===== config.mk =====
export PLATFORM = sky130hd
export DESIGN_NAME = add_reg_arbiter
export DESIGN_NICKNAME = d
export VERILOG_FILES = /design/src/rtl/add_reg_pkg.sv /design/src/rtl/add_reg_arbiter_rr.sv /design/src/rtl/add_reg_arbiter.sv
export SDC_FILE = /design/constraint.sdc
export NUM_CORES = 1
export LEC_CHECK = 0
export CORE_MARGIN = 3
export CORE_UTILIZATION = 35
export CTS_CLUSTER_DIAMETER = 100
export DETAILED_ROUTE_END_ITERATION = 10
export PLACE_DENSITY = 0.79
export SLEW_MARGIN = 0
export SYNTH_ARGS = -nofsm -noshare
export SYNTH_HDL_FRONTEND = slang
export SYNTH_SLANG_ARGS = --single-unit

===== constraint.sdc =====
create_clock -name clk -period 6.45 [get_ports clk]
set_clock_uncertainty 0.05 [all_clocks]
set_input_delay 1.29 -clock clk [delete_from_list [all_inputs] [get_ports clk]]
set_output_delay 1.29 -clock clk [all_outputs]
set_load 0.005 [all_outputs]

===== src/rtl/add_reg_pkg.sv =====
// add_reg_pkg: shared FSM state, op encodings and default sizes for add_reg_arbiter.
package add_reg_pkg;
    typedef enum logic [1:0] {IDLE, CLEAR, EXEC, RESP} state_t;
    localparam logic OP_LOAD = 1'b0;
    localparam logic OP_ACCUM = 1'b1;
    localparam int DEF_NUM_REQ = 4;
    localparam int DEF_DATA_W = 8;
endpackage


===== src/rtl/add_reg_arbiter_rr.sv =====
// rr_arbiter: combinational round-robin pick starting at rr_ptr; the pointer lives in the parent.
module rr_arbiter
    import add_reg_pkg::*;
#(
    parameter int NUM_REQ = DEF_NUM_REQ,
    parameter int ID_W = 2
) (
    input  logic [NUM_REQ-1:0] req,
    input  logic [ID_W-1:0]    rr_ptr,
    output logic [NUM_REQ-1:0] grant,
    output logic [ID_W-1:0]    grant_idx,
    output logic               any_grant
);
    logic [ID_W-1:0] j;
    always_comb begin
        j = '0;
        grant_idx = '0;
        // Walk backwards so the candidate closest to rr_ptr is written last and wins.
        for (int k = NUM_REQ - 1; k >= 0; k--) begin
            j = ID_W'((int'(rr_ptr) + k) % NUM_REQ);
            if (req[j]) grant_idx = j;
        end
        any_grant = |req;
        grant = any_grant ? NUM_REQ'(1) << grant_idx : '0;
    end
endmodule


===== src/rtl/add_reg_arbiter.sv =====
// add_reg_arbiter: round-robin sharing of one external add-and-store register among NUM_REQ requesters.
module add_reg_arbiter
    import add_reg_pkg::*;
#(
    parameter int NUM_REQ = DEF_NUM_REQ,
    parameter int DATA_W = DEF_DATA_W,
    parameter int ID_W = 2,
    parameter int RSP_TIMEOUT = 15
) (
    input  logic                      clk,
    input  logic                      rst_n,
    input  logic [NUM_REQ-1:0]        req_valid,
    output logic [NUM_REQ-1:0]        req_ready,
    input  logic [NUM_REQ-1:0]        req_op,
    input  logic [NUM_REQ*DATA_W-1:0] req_a,
    input  logic [NUM_REQ*DATA_W-1:0] req_b,
    input  logic                      clr,
    output logic [DATA_W-1:0]         reg_d,
    output logic                      reg_en,
    input  logic [DATA_W-1:0]         reg_q,
    output logic                      rsp_valid,
    input  logic                      rsp_ready,
    output logic [ID_W-1:0]           rsp_id,
    output logic [DATA_W-1:0]         rsp_data,
    output logic                      rsp_carry,
    output logic                      rsp_drop
);
    state_t state, state_nx;
    logic [ID_W-1:0] rr_ptr, cap_id, gnt_idx;
    logic [NUM_REQ-1:0] gnt;
    logic any_gnt, clr_pend, cap_op, cap_carry, take, timeout;
    logic [DATA_W-1:0] cap_a, cap_b;
    logic [7:0] wait_cnt;
    logic [DATA_W:0] sum;

    rr_arbiter #(.NUM_REQ(NUM_REQ), .ID_W(ID_W)) u_arb (
        .req(req_valid),
        .rr_ptr(rr_ptr),
        .grant(gnt),
        .grant_idx(gnt_idx),
        .any_grant(any_gnt)
    );

    always_comb begin
        sum = (cap_op == OP_ACCUM) ? {1'b0, reg_q} + {1'b0, cap_a} : {1'b0, cap_a} + {1'b0, cap_b};
        timeout = wait_cnt == 8'(RSP_TIMEOUT - 1);
        take = state == IDLE && !clr && !clr_pend && any_gnt;
        state_nx = state;
        case (state)
            IDLE:    state_nx = (clr || clr_pend) ? CLEAR : any_gnt ? EXEC : IDLE;
            CLEAR:   state_nx = IDLE;
            EXEC:    state_nx = RESP;
            RESP:    state_nx = (rsp_ready || timeout) ? IDLE : RESP;
            default: state_nx = IDLE;
        endcase
        // Grant is gated by rst_n so every output reads 0 while reset is held.
        req_ready = (take && rst_n) ? gnt : '0;
        reg_en = state == CLEAR || state == EXEC;
        reg_d = (state == EXEC) ? sum[DATA_W-1:0] : '0;
        rsp_valid = state == RESP;
        rsp_id = rsp_valid ? cap_id : '0;
        rsp_data = rsp_valid ? reg_q : '0;
        rsp_carry = rsp_valid ? cap_carry : 1'b0;
    end

    always_ff @(posedge clk or negedge rst_n) begin
        if (!rst_n) begin
            state <= IDLE;
            rr_ptr <= '0;
            clr_pend <= 1'b0;
            cap_id <= '0;
            cap_op <= OP_LOAD;
            cap_a <= '0;
            cap_b <= '0;
            cap_carry <= 1'b0;
            wait_cnt <= '0;
            rsp_drop <= 1'b0;
        end else begin
            state <= state_nx;
            // A clr seen during CLEAR is satisfied by the zeroing write on that same edge.
            clr_pend <= (state == CLEAR) ? 1'b0 : (clr && state != IDLE) ? 1'b1 : clr_pend;
            wait_cnt <= (state == RESP) ? wait_cnt + 8'd1 : 8'd0;
            rsp_drop <= state == RESP && !rsp_ready && timeout;
            if (state == EXEC) cap_carry <= sum[DATA_W];
            if (take) begin
                cap_id <= gnt_idx;
                cap_op <= req_op[gnt_idx];
                cap_a <= req_a[gnt_idx*DATA_W +: DATA_W];
                cap_b <= req_b[gnt_idx*DATA_W +: DATA_W];
                rr_ptr <= ID_W'((int'(gnt_idx) + 1) % NUM_REQ);
            end
        end
    end
endmodule


==> results of run 1 <==
-- final timing paths --
kind	startpoint	depth (start not counted)	end	slack [ns]
hold / removal	cap_id[1]	2	cap_id[1]	0.42
min in group asynchronous	rst_n	1	cap_a[4]	1.04
setup reg to reg	cap_op	9	cap_carry	3.91
hold reg to reg	cap_id[1]	2	cap_id[1]	0.42
setup / recovery	reg_q[0]	11	reg_d[6]	0.96
max in group asynchronous	rst_n	1	cap_a[0]	4.79
-- worst register-to-register path, cell delays in order, from the launching register on --
cell and delay (ns):
sky130_fd_sc_hd__dfrtp_1 0.63, sky130_fd_sc_hd__mux2_2 0.25, sky130_fd_sc_hd__ha_1 0.17, sky130_fd_sc_hd__inv_1 0.06
sky130_fd_sc_hd__fa_1 0.38, sky130_fd_sc_hd__nor2b_1 0.16, sky130_fd_sc_hd__o21ai_1 0.09, sky130_fd_sc_hd__a21boi_0 0.40
sky130_fd_sc_hd__o31ai_1 0.13, sky130_fd_sc_hd__a21oi_1 0.14
-- cells in the mapped netlist, types with 6 or more instances --
cell type,number
sky130_fd_sc_hd__o21ai_0,6
sky130_fd_sc_hd__and2_1,19
sky130_fd_sc_hd__ha_1,15
sky130_fd_sc_hd__xnor2_1,6
sky130_fd_sc_hd__dfrtp_1,34
sky130_fd_sc_hd__a21oi_1,6
sky130_fd_sc_hd__mux2_2,7
sky130_fd_sc_hd__nor2_1,14
sky130_fd_sc_hd__o221ai_1,17
sky130_fd_sc_hd__mux2i_1,38
sky130_fd_sc_hd__nor2b_1,7
sky130_fd_sc_hd__inv_1,10
sky130_fd_sc_hd__nand2_1,30
sky130_fd_sc_hd__nand3_1,6
-- cells in the final DEF (no fill, tap or decap), types with 2 or more instances in the layout --
master	synthesis	layout
sky130_fd_sc_hd__nand2_1	30	30
sky130_fd_sc_hd__and3_1	2	2
sky130_fd_sc_hd__o22ai_1	2	2
sky130_fd_sc_hd__nor2_1	14	14
sky130_fd_sc_hd__nand2_2	2	2
sky130_fd_sc_hd__mux2i_1	38	38
sky130_fd_sc_hd__o21ai_0	6	6
sky130_fd_sc_hd__mux2_2	7	7
sky130_fd_sc_hd__clkbuf_8	0	6
sky130_fd_sc_hd__a21oi_1	6	6
sky130_fd_sc_hd__xor2_1	3	3
sky130_fd_sc_hd__dfrtp_1	34	34
sky130_fd_sc_hd__nor3_1	3	3
sky130_fd_sc_hd__nand3_1	6	6
sky130_fd_sc_hd__xnor2_1	6	6
sky130_fd_sc_hd__o221ai_1	17	17
sky130_fd_sc_hd__inv_1	10	10
sky130_fd_sc_hd__ha_1	15	15
sky130_fd_sc_hd__nand2b_1	2	2
sky130_fd_sc_hd__nor2b_1	7	7
sky130_fd_sc_hd__and2_1	19	19
sky130_fd_sc_hd__clkdlybuf4s50_1	0	108
sky130_fd_sc_hd__o21a_1	2	2
-- cells by family (layout without fill, tap and decap cells) --
family          Yosys count  after routing  share of synthesized area
simple gates             91             91                     0.1822
compound gates           44             44                     0.1278
xor+xnor                  9              9                    0.03145
mux                      45             45                     0.1832
flops                    34             34                     0.3395
buf+inv                  23            128                    0.05292
fa+ha+maj                16             16                    0.08288
-- routing by layer --
layer	track usage	part of all wire	vias up
met4	0.03061	0.0066	0
met5	0	0	-
met3	0.04750	0.065	6
met2	0.3095	0.50	76
met1	0.2000	0.42	1070
li1	-	-	1141
-- sequential cells by signal (all words and copies together), names as in the netlist --
name       cells
rsp_drop       1
rr_ptr         2
wait_cnt       8
cap_carry      1
cap_b          8
cap_op         1
cap_id         2
cap_a          8
clr_pend       1
state          2
-- layout make-up --
class | count | area share
inverter | 10 | 0.01010
clock inverter | 1 | 0.001346
multi-input combinational | 205 | 0.4100
sequential | 34 | 0.2289
timing repair buffer | 110 | 0.2942
tap | 96 | 0.03231
clock buffer | 7 | 0.02322
-- stage by stage --
step / util / cell area (µm²) / std cells / hold WS [ns] / setup WS (ns)
2_1_floorplan: - / 2506 / 262 / 0.3883 / 2.215
4_1_cts: 0.5412 / 3717 / 463 / 0.4234 / 0.9442
3_3_place_gp: 0.5279 / 3626 / 455 / 0.4018 / 1.078
6_report: 0.5412 / 3717 / 463 / 0.4228 / 0.9579
3_5_place_dp: 0.5279 / 3626 / 455 / 0.4066 / 0.9489
5_1_grt: 0.5412 / 3717 / 463 / 0.4717 / 0.7186
-- power by group through the flow --
stage / combinational (mW) / clock (mW) / sequential, mW
6_report: 0.671 / 0.164 / 0.354
4_1_cts: 0.680 / 0.168 / 0.353
3_3_place_gp: 0.657 / 0 / 0.355
5_1_grt: 0.749 / 0.179 / 0.365
3_5_place_dp: 0.676 / 0 / 0.356
2_1_floorplan: 0.488 / 0 / 0.324
==> flow_results.org, run 1 <==
** Power
- The share of total power dissipated in sequential elements is 0.297.
- Of the total power, the share spent switching nets is 0.3911.
- Internal Pwr Total :: 0.7241 mW
- In this run the power spent charging and discharging nets is 0.4651 mW.
- For this design the ratio of total power to cell area is 319.9 nW/µm².
- Max VDD drop :: 127.8 µV
- Logic gate share of total power :: 0.565
- In this run the static leakage power is 1.659 nW.
- Power comes to 1.189 mW.
- Of the total power, the clock network draws 0.138.

** Logic synthesis
- For this run, the register share of the synthesized area comes to 0.3395.
- Yosys top cell by area :: sky130_fd_sc_hd__dfrtp_1
- Area share of the leading cell type in the synthesized netlist :: 0.3395
- Top cells by area in the synthesized netlist :: sky130_fd_sc_hd__dfrtp_1 34%, sky130_fd_sc_hd__mux2i_1 15%, sky130_fd_sc_hd__ha_1 7.5%
- The synthesized design contains 0 enable-type register cells.
- The most used flip-flop cell after synthesis is sky130_fd_sc_hd__dfrtp_1.
- Synth async-reset ratio :: 1.000
- Synthesized cell area :: between 2000 and 3000 µm²
- Mean Syn Cell Area :: 9.565 µm²
- Number of distinct library cells after synthesis :: 43
- In this run, synthesis produced a sequential element count of 34.
- Syn nets :: about 360
- For this run, the number of Yosys warnings is 0.
- After technology mapping, the gate count stands at 262.

** Flow run
- Max-cap violations :: 0

** Worst setup path
- Slowest CP cell :: sky130_fd_sc_hd__clkdlybuf4s50_1
- Data arrival time of the critical path :: 4.15 ns
- WP data required :: 5.11 ns
- The cell that appears most often on the critical path is sky130_fd_sc_hd__clkdlybuf4s50_1.
- Startpoint-to-endpoint class of the critical path :: primary input to output port
- Crit path buffers/inverters :: 3
- Broken down by cell family, the worst path's largest delay share belongs to buffers and inverters.
- On the worst path, the slowest cell contributes a delay of 0.56 ns.
- In this run the worst path has a maximum fanout of 4.
- The worst setup path is launched from a primary input.
- STA classifies the critical path endpoint as an output port.
- Walking the worst path, the cells encountered are clkdlybuf4s50_1 -> mux2_2 -> ha_1 -> inv_1 -> fa_1 -> nor2b_1 -> o21ai_1 -> a21boi_0 -> o21ai_0 -> a221oi_1 -> clkdlybuf4s50_1.

** Clock tree
- Total CTS buffers :: 5
- Clock latency on the worst-skew pair, taken at its later pin, is 0.28 ns.
- Once the clock tree was built, the resizer swapped 0 gates to a different size.
- For this design, the sink count on the clock tree is 34.
- Post-CTS Setup Bufs :: 0
- Master cell of the clock root buffer :: sky130_fd_sc_hd__clkbuf_8
- CTS H-tree depth :: 2
- Hold buffer count at CTS :: 0
- CTS clock-pin slew for the worst setup and hold paths :: roughly 0.070 ns
- CTS tree :: built
- The clock passes through at most 2 buffers.

** Die
- The initial utilization of the core area, before any placement, comes to 0.3648.
- Total die area :: 8212 µm²
- The initialized floorplan defines 30 standard-cell rows.
- Die outline height :: 90.62 µm
- In this run the count of I/O pins placed on the die edge is 110.
- From left edge to right edge, the die measures 90.62 µm.
- The core region is 6869 µm².

** Timing
- Counting I/O delays and the setup requirement, the final critical path takes between 5 and 6 ns.
- Setup repair after global routing left no endpoint under its margin.
- Slew Limit Headroom :: 0.4572
- Setup violations remaining at the end of the flow were counted as 0.
- Count of endpoints failing hold in the final timing report :: 0
- In the final timing run, aggregate negative setup slack is 0 ns.
- Max Clk Rate :: 182.1 MHz
- At the pin with the least slew margin, the transition time is 0.8143 ns.
- The final-report max-slew violation count came to 0.
- Final worst path period share :: 0.8515

** Finish
- Counting the fill cells in the layout gives 641.
- The area growth from synthesis to layout is 48.33%.
- Of the cells placed in the final design, the portion with a size suffix greater than 1 is 0.05722.
- Area of combinational cells with multiple inputs :: 1524 µm²
- The repair_antennas step left the layout with diodes totalling 0.
- Net count of the finished layout :: 466
- Reg area :: 850.8 µm²

** Placed design
- Buffers placed on the I/O ports in this run total about 110.
- Placed wire-length estimate :: 5412 µm
- Last weighted congestion value of the routability-driven placer :: 0.8160

** Min path
- In this run the worst hold path is classified as flop to flop.

** Global routing
- Overall global routing resource usage :: 0.1701
- Congestion Overflow GR :: 0
- Entering global routing, the biggest net connects 37 pins.
- The initial antenna violation count is 0.
- The number of global-route vias before repair came to 2389.
- The first global-routing pass estimated 11410 µm of wire.

** Drt
- Via count of the routed design :: 2293
- Detailed Route WL :: 6949 µm
- Via density per instance :: 4.952
- Routed length per placed instance :: 15.01 µm
- After detailed routing, the number of remaining DRC violations is 0.
- The pre-antenna-repair detailed-routing pass consisted of 4 iterations.
- DRC marker count from the first detailed-route iteration :: 75
- The detail route stage leaves a number of antenna-violating nets equal to 0.

** Run status
- Result of the run :: completed
Power figures use the tool's default switching activity.
==> run 2: changes to the inputs <==
--- a/config.mk
+++ b/config.mk
@@ -6,11 +6,12 @@
 export NUM_CORES = 1
 export LEC_CHECK = 0
 export CORE_MARGIN = 3
-export CORE_UTILIZATION = 35
+export CORE_UTILIZATION = 46
 export CTS_CLUSTER_DIAMETER = 100
 export DETAILED_ROUTE_END_ITERATION = 10
-export PLACE_DENSITY = 0.79
-export SLEW_MARGIN = 0
+export PLACE_DENSITY = 0.95
+export SKIP_LAST_GASP = 1
+export SLEW_MARGIN = 40
 export SYNTH_ARGS = -nofsm -noshare
 export SYNTH_HDL_FRONTEND = slang
 export SYNTH_SLANG_ARGS = --single-unit
==> run 2 against run 1 <==
Effect of this change:
- die area decreased by 22%
- total power increased by 3.3%
- global-route usage increased by 5.9 points
- setup slack improved by 0.0070 ns
- cell area decreased by 0.40%
- worst hold slack improved by 0.0027 ns
- clock-buffer cell count unchanged
- first-iteration DRC count increased by 32%
- final cell count decreased by 5.6%
- critical path depth unchanged
==> flow_results.org, run 2 (synthesis gave the netlist of run 1 again) <==
** Run status
- The flow ran to the end, and the final reports show no timing, DRC or antenna violations.

** Timing
- The number of hold violations in the final report is 0.
- Final critical-path required period :: 5.485 ns
- For the final routed database, the setup TNS stands at 0 ns.
- Setup repair after global routing left no endpoint under its margin.
- Slew Limit Headroom :: 0.4783
- At the pin with the least slew margin, the transition time is 0.7807 ns.
- Derived from the worst setup path, the maximum achievable clock frequency is 182.3 MHz.
- Final slew viol count :: 0
- Final worst path period share :: 0.8504
- Setup violations remaining at the end of the flow were counted as 0.

** Placed design
- Last weighted congestion value of the routability-driven placer :: 0.7919
- Detailed placement finished with a half-perimeter wire length of 5581 µm.
- Cell area after placement :: ~3600 µm²
- The count of buffers added on input and output ports is 109.
- In this run, placement finished with an instance count of 429.

** Clock tree
- Master cell of the clock root buffer :: sky130_fd_sc_hd__clkbuf_8
- The H-tree was split into 2 levels.
- Counting along the longest clock path gives a buffer depth of 2.
- The clock net in this run drives a total of 34 sinks.
- Post-CTS repair changed the size of 0 cells.
- Total CTS buffers :: 5
- TritonCTS built the clock tree.
- Clock latency on the worst-skew pair, taken at its later pin, is about 0.28 ns.
- Post-CTS Setup Bufs :: 0
- Clock-pin slew was measured on the worst setup and hold paths at ~0.070 ns.
- Hold repair after CTS inserted 0 buffers.

** Flow run
- Across the run, the number of max-cap violations was 0.

** Global routing
- For met3 alone, demand over resource in global routing was 0.05869.
- For this run, global-route usage on met1 was measured as 0.2315.
- The first global-routing pass estimated 11410 µm of wire.
- Congestion Overflow GR :: 0
- GR peak layer :: met2
- The number of global-route vias before repair came to 2556.
- Entering global routing, the biggest net connects 37 pins.
- In the global route stage, overall resource usage came out at 0.2289.
- M2 GR Usage :: 0.4566
- Antenna violations before repair :: 0

** Worst setup path
- The worst setup path is of the primary input to output port kind.
- Startpoint kind of the worst setup timing path :: primary input
- Largest fanout on the critical path :: 4
- Data arrival time of the critical path :: just over 4 ns
- Flop2flop setup slack :: 3.93 ns
- For the worst setup path, the data required time is 5.11 ns.
- STA classifies the critical path endpoint as an output port.

** Finish
- Area growth from synthesis to final layout :: 47.73%
- Fraction of layout instances using a drive strength above 1 :: 0.05450
- Filler Cell Count :: 408
- Leading cell type in the layout, fill and taps excluded :: sky130_fd_sc_hd__clkdlybuf4s50_1
- Area of combinational cells with multiple inputs :: 1524 µm²
- Reg area :: 850.8 µm²
- Registers with the most flip-flops :: cap_a (8), cap_b (8), wait_cnt (8)
- At the end of the flow, the number of nets in the layout was between 400 and 500.
- Top library cells by usage in the layout, fill and taps aside :: 108 x sky130_fd_sc_hd__clkdlybuf4s50_1, 38 x sky130_fd_sc_hd__mux2i_1, 34 x sky130_fd_sc_hd__dfrtp_1, 30 x sky130_fd_sc_hd__nand2_1, 19 x sky130_fd_sc_hd__and2_1
- Post-route standard cell area excluding fillers :: 3702 µm²
- Share of the core filled with cells :: 0.7158
- 0 antenna diodes ended up in the layout.
- Final Instance Count excl. Fillers :: 437

** Drt
- DRC marker count from the first detailed-route iteration :: 99
- After detailed routing, the number of remaining DRC violations is 0.
- Via count of the routed design :: 2377
- The first detailed-routing pass took 4 iterations.
- Routed length per placed instance :: 16.28 µm
- Using the TritonRoute via totals, the vias-per-cell ratio works out to between 5 and 6.
- For this block, the routed nets add up to between 7000 and 8000 µm of wire.
- Remaining number of nets flagged by the antenna check after routing :: 0

** Min path
- The worst hold path belongs to the class flop to flop.

** Power
- Static leakage :: around 1.7 nW
- Pwr/cell area :: 331.8 nW/µm²
- IR analysis of the VDD net gives a maximum drop of 170.6 µV.

** Die
- Effective utilization at floorplan :: 0.4845
- Die width :: 79.81 µm
- Die outline height :: 79.81 µm
- IO Count :: 110
- Core footprint :: 5172 µm²
- Cell row count :: 26
- Total die area :: 6370 µm²
[run 2: cell types whose count changed in the layout (fill, tap and decap cells not counted)]
cell / before / now
sky130_fd_sc_hd__buf_2: 1 / 0
sky130_fd_sc_hd__buf_4: 1 / 2
sky130_fd_sc_hd__bufinv_16: 0 / 1
sky130_fd_sc_hd__clkbuf_1: 1 / 2
sky130_fd_sc_hd__clkbuf_8: 6 / 5
sky130_fd_sc_hd__clkinv_2: 1 / 0
[run 2: worst max-delay path, cell delays in order]
cell and delay, ns:
sky130_fd_sc_hd__clkdlybuf4s50_1 0.48, sky130_fd_sc_hd__mux2_2 0.15, sky130_fd_sc_hd__ha_1 0.16, sky130_fd_sc_hd__inv_1 0.05, sky130_fd_sc_hd__fa_1 0.37, sky130_fd_sc_hd__nor2b_1 0.16
sky130_fd_sc_hd__o21ai_1 0.10, sky130_fd_sc_hd__a21boi_0 0.42, sky130_fd_sc_hd__o21ai_0 0.14, sky130_fd_sc_hd__a221oi_1 0.27, sky130_fd_sc_hd__clkdlybuf4s50_1 0.56
[run 2: power breakdown]
part / switching (mW) / leakage, nW / total [mW] / internal, mW
clock network: 0.0770 / 0.0524 / 0.193 / 0.116
registers: 0.0685 / 0.438 / 0.356 / 0.287
logic: 0.327 / 1.17 / 0.680 / 0.353
total: 0.473 / 1.66 / 1.23 / 0.755
[run 2: per-layer routing]
metal	up-vias	wire, µm
li1	1136	-
met1	1131	2595
met2	96	3851
met3	14	567
met4	0	99
met5	-	0
[run 2: stage by stage]
stage	setup WS (ns)	hold slack, ns	power [mW]
2_1_floorplan	2.215	0.3883	0.8127
3_3_place_gp	1.106	0.4028	1.004
3_5_place_dp	0.9683	0.4104	1.040
4_1_cts	0.9697	0.4275	1.236
5_1_grt	0.7196	0.4643	1.324
6_report	0.9649	0.4255	1.228
[run 2: final cells by class]
class / count / area share
clock buffer: 7 / 0.02062
clock inverter: 1 / 0.008111
inverter: 10 / 0.01014
multi-input combinational: 205 / 0.4116
sequential: 34 / 0.2298
tap: 70 / 0.02366
timing repair buffer: 110 / 0.2960
[run 2: final timing paths]
path | cells past startpoint | from | end
max | 11 | reg_q[0] | reg_d[6]
min | 2 | cap_id[1] | cap_id[1]
max reg2reg | 9 | cap_op | cap_carry
min reg2reg | 2 | cap_id[1] | cap_id[1]
max in group asynchronous | 1 | rst_n | cap_b[4]
min in group asynchronous | 1 | rst_n | cap_a[5]
==> run 3: changes to the inputs <==
--- a/config.mk
+++ b/config.mk
@@ -5,11 +5,10 @@
 export SDC_FILE = /design/constraint.sdc
 export NUM_CORES = 1
 export LEC_CHECK = 0
-export CORE_MARGIN = 3
 export CORE_UTILIZATION = 46
 export CTS_CLUSTER_DIAMETER = 100
 export DETAILED_ROUTE_END_ITERATION = 10
-export PLACE_DENSITY = 0.95
+export PLACE_DENSITY = 0.91
 export SKIP_LAST_GASP = 1
 export SLEW_MARGIN = 40
 export SYNTH_ARGS = -nofsm -noshare
==> run 3 against run 2 <==
Effect of this change:
- via count decreased by 1.1%
- global-route usage increased by 0.49 points
- wire length decreased by 12%
- worst hold slack got worse by 0.0074 ns
- total power decreased by 2.9%
- fmax increased by 1.1%
- final cell count unchanged
- combinational power decreased by 0.9%
- non-clock buffer count unchanged
- critical path type unchanged
- critical endpoint unchanged
- largest cell class unchanged
==> flow_results.org, run 3 (synthesis gave the netlist of run 1 again) <==
** Drt
- Before antenna repair, the detailed router went through 4 iterations.
- The detailed router placed about 2.4k vias in this run.
- WL met2 :: around 3200 µm
- In this run the top signal layer used is met4.
- Remaining number of nets flagged by the antenna check after routing :: 0
- Detailed Route WL :: 6267 µm
- Wire segments on met3 add up to ~380 µm in the final route.
- In the final routed layout, each cell accounts on average for 14.34 µm.
- DRC marker count from the first detailed-route iteration :: roughly 130
- Met1 wire length :: 2585 µm
- Via density per instance :: 5.380
- Remaining routing DRC violations :: 0

** Finish
- The layout has slightly below 400 filler cells.
- 0 antenna diodes ended up in the layout.
- Once layout is complete, the cells apart from fillers number approximately 440.
- Leading cell type in the layout, fill and taps excluded :: sky130_fd_sc_hd__clkdlybuf4s50_1
- Relative to the synthesized area, the layout overhead comes to 47.28%.
- Net count of the finished layout :: 466
- Post-route standard cell area excluding fillers :: 3691 µm²
- Of the cells placed in the final design, the portion with a size suffix greater than 1 is 0.05995.
- Top library cells by usage in the layout, fill and taps aside :: 108 x sky130_fd_sc_hd__clkdlybuf4s50_1, 38 x sky130_fd_sc_hd__mux2i_1, 34 x sky130_fd_sc_hd__dfrtp_1, 30 x sky130_fd_sc_hd__nand2_1, 19 x sky130_fd_sc_hd__and2_1
- Registers with the most flip-flops :: cap_a (8), cap_b (8), wait_cnt (8)

** Power
- For this design the ratio of total power to cell area is 323.0 nW/µm².
- In this run the static leakage power is 1.659 nW.
- Max VDD drop :: 149.4 µV

** Global routing
- Overall global routing resource usage :: 0.2338
- The initial antenna violation count came to 0.
- The number of global-route vias before repair was around 2.3k.
- Pin count of the biggest net entering global routing :: 37
- Summed over all layers, the global routing overflow is 0.
- Wire length of the first global-routing pass :: around 10000 µm

** Timing
- Final critical-path setup slack :: 1.026 ns
- Final critical-path required period :: 5.424 ns
- Final worst path period share :: 0.8410
- Worst slew pin tran :: 0.7861 ns
- RSZ-0062 raised after global routing :: false
- Headroom to the max-slew limit came out at 0.4747.
- The final-report max-slew violation count was 0.
- For the final routed database, the setup TNS stands at 0 ns.
- Max Clk Rate :: 184.3 MHz
- Final number of setup-violating endpoints :: 0
- The number of hold violations in the final report came to 0.

** Placed design
- Detailed placement ended at an HPWL of 4848 µm.
- OpenSTA, run right after detailed placement, puts the worst setup slack at 1.067 ns.
- Including well taps, the total number of placed cells is 429.
- During placement, the flow inserted port buffers numbering 109.
- Last weighted congestion value of the routability-driven placer :: a little over 0.8
- After detailed placement, the total cell area comes to between 3000 and 4000 µm².

** Worst setup path
- Critical path endpoint category :: output port
- In this run the worst path has a maximum fanout of 4.
- Data on the critical path arrives at its endpoint at 4.08 ns.
- WP data required :: 5.11 ns
- STA classifies the critical path startpoint as a primary input.
- Startpoint-to-endpoint class of the critical path :: primary input to output port

** Clock tree
- After clock tree synthesis, the clock-pin slew on the worst setup and hold paths is 0.07 ns.
- CTS tree :: built
- Hold buffer count at CTS :: 0
- TritonCTS sink count :: 34
- Clock tree synthesis selected as its root buffer the cell sky130_fd_sc_hd__clkbuf_8.
- Post-cts repair resize count :: 0
- The H-tree was split into 2 levels.
- Buffers added to address setup during post-CTS repair amount to 0.
- Clock latency reported for the late side of the worst-skew pair :: between 0.2 and 0.3 ns
- Bufs on Longest Clock Path :: 2
- Total CTS buffers :: 5

** Die
- Die width :: 75.81 µm
- Die outline height :: 75.81 µm
- Total die area :: 5747 µm²
- IO Count :: 110
- After floorplanning, the core was sized to cover 5172 µm².
- Effective utilization at floorplan :: 0.4845
- Cell row count :: 26

** Min path
- Class of the worst hold path :: flop to flop

** Flow run
- Max-cap violations in this run came to 0.

** Run status
- Result of the run :: completed
==> run 3: cell count changes in the layout (fill, tap and decap cells not counted), sizes merged <==
cell / before / now
bufinv: 1 / 0
clkbuf: 7 / 6
clkinv: 0 / 1
clkinvlp: 0 / 1
==> run 3: cell type report <==
class | count | area (µm²) | area share
inverters | 10 | 37.54 | 0.01017
repair buffers | 110 | 1096 | 0.2969
well taps | 70 | 87.58 | 0.02373
clock buffers | 6 | 82.58 | 0.02237
flip-flops and latches | 34 | 850.8 | 0.2305
clock inverters | 2 | 12.51 | 0.003390
multi-input cells | 205 | 1524 | 0.4129
==> run 3: final timing paths <==
check                             to  depth (start not counted)       from  slack, ns
setup / recovery            reg_d[6]                         11   reg_q[0]       1.03
hold / removal             cap_id[1]                          2  cap_id[1]       0.42
setup reg to reg           cap_carry                          9     cap_op       4.01
hold reg to reg            cap_id[1]                          2  cap_id[1]       0.42
max in group asynchronous   cap_a[4]                          1      rst_n       5.13
min in group asynchronous   cap_b[7]                          1      rst_n       0.90
==> run 3: where the power goes <==
part | internal, mW | switching (mW) | total [mW]
sequential | 0.287 | 0.0655 | 0.352
clock | 0.0858 | 0.0797 | 0.166
combinational | 0.354 | 0.321 | 0.674
==> run 3: critical path, cell delays in order <==
cell and delay (ns):
sky130_fd_sc_hd__clkdlybuf4s50_1 0.48, sky130_fd_sc_hd__mux2_2 0.16, sky130_fd_sc_hd__ha_1 0.15, sky130_fd_sc_hd__inv_1 0.05
sky130_fd_sc_hd__fa_1 0.37, sky130_fd_sc_hd__nor2b_1 0.16, sky130_fd_sc_hd__o21ai_1 0.09, sky130_fd_sc_hd__a21boi_0 0.35
sky130_fd_sc_hd__o21ai_0 0.13, sky130_fd_sc_hd__a221oi_1 0.28, sky130_fd_sc_hd__clkdlybuf4s50_1 0.58
==> run 3: stage by stage <==
step	utilization	total power [mW]	hold slack [ns]
after floorplan	-	0.8127	0.3883
after global routing	0.7136	1.287	0.4494
after global placement	0.6947	1.005	0.4014
final	0.7136	1.192	0.4181
after CTS	0.7131	1.198	0.4237
after detailed placement	0.6947	1.030	0.4068
==> run 3: layer usage <==
layer | vias up | global-route usage
li1 | 1147 | -
met1 | 1101 | 0.2631
met4 | 0 | 0.07819
met2 | 89 | 0.4238
met5 | - | 0
met3 | 14 | 0.06481
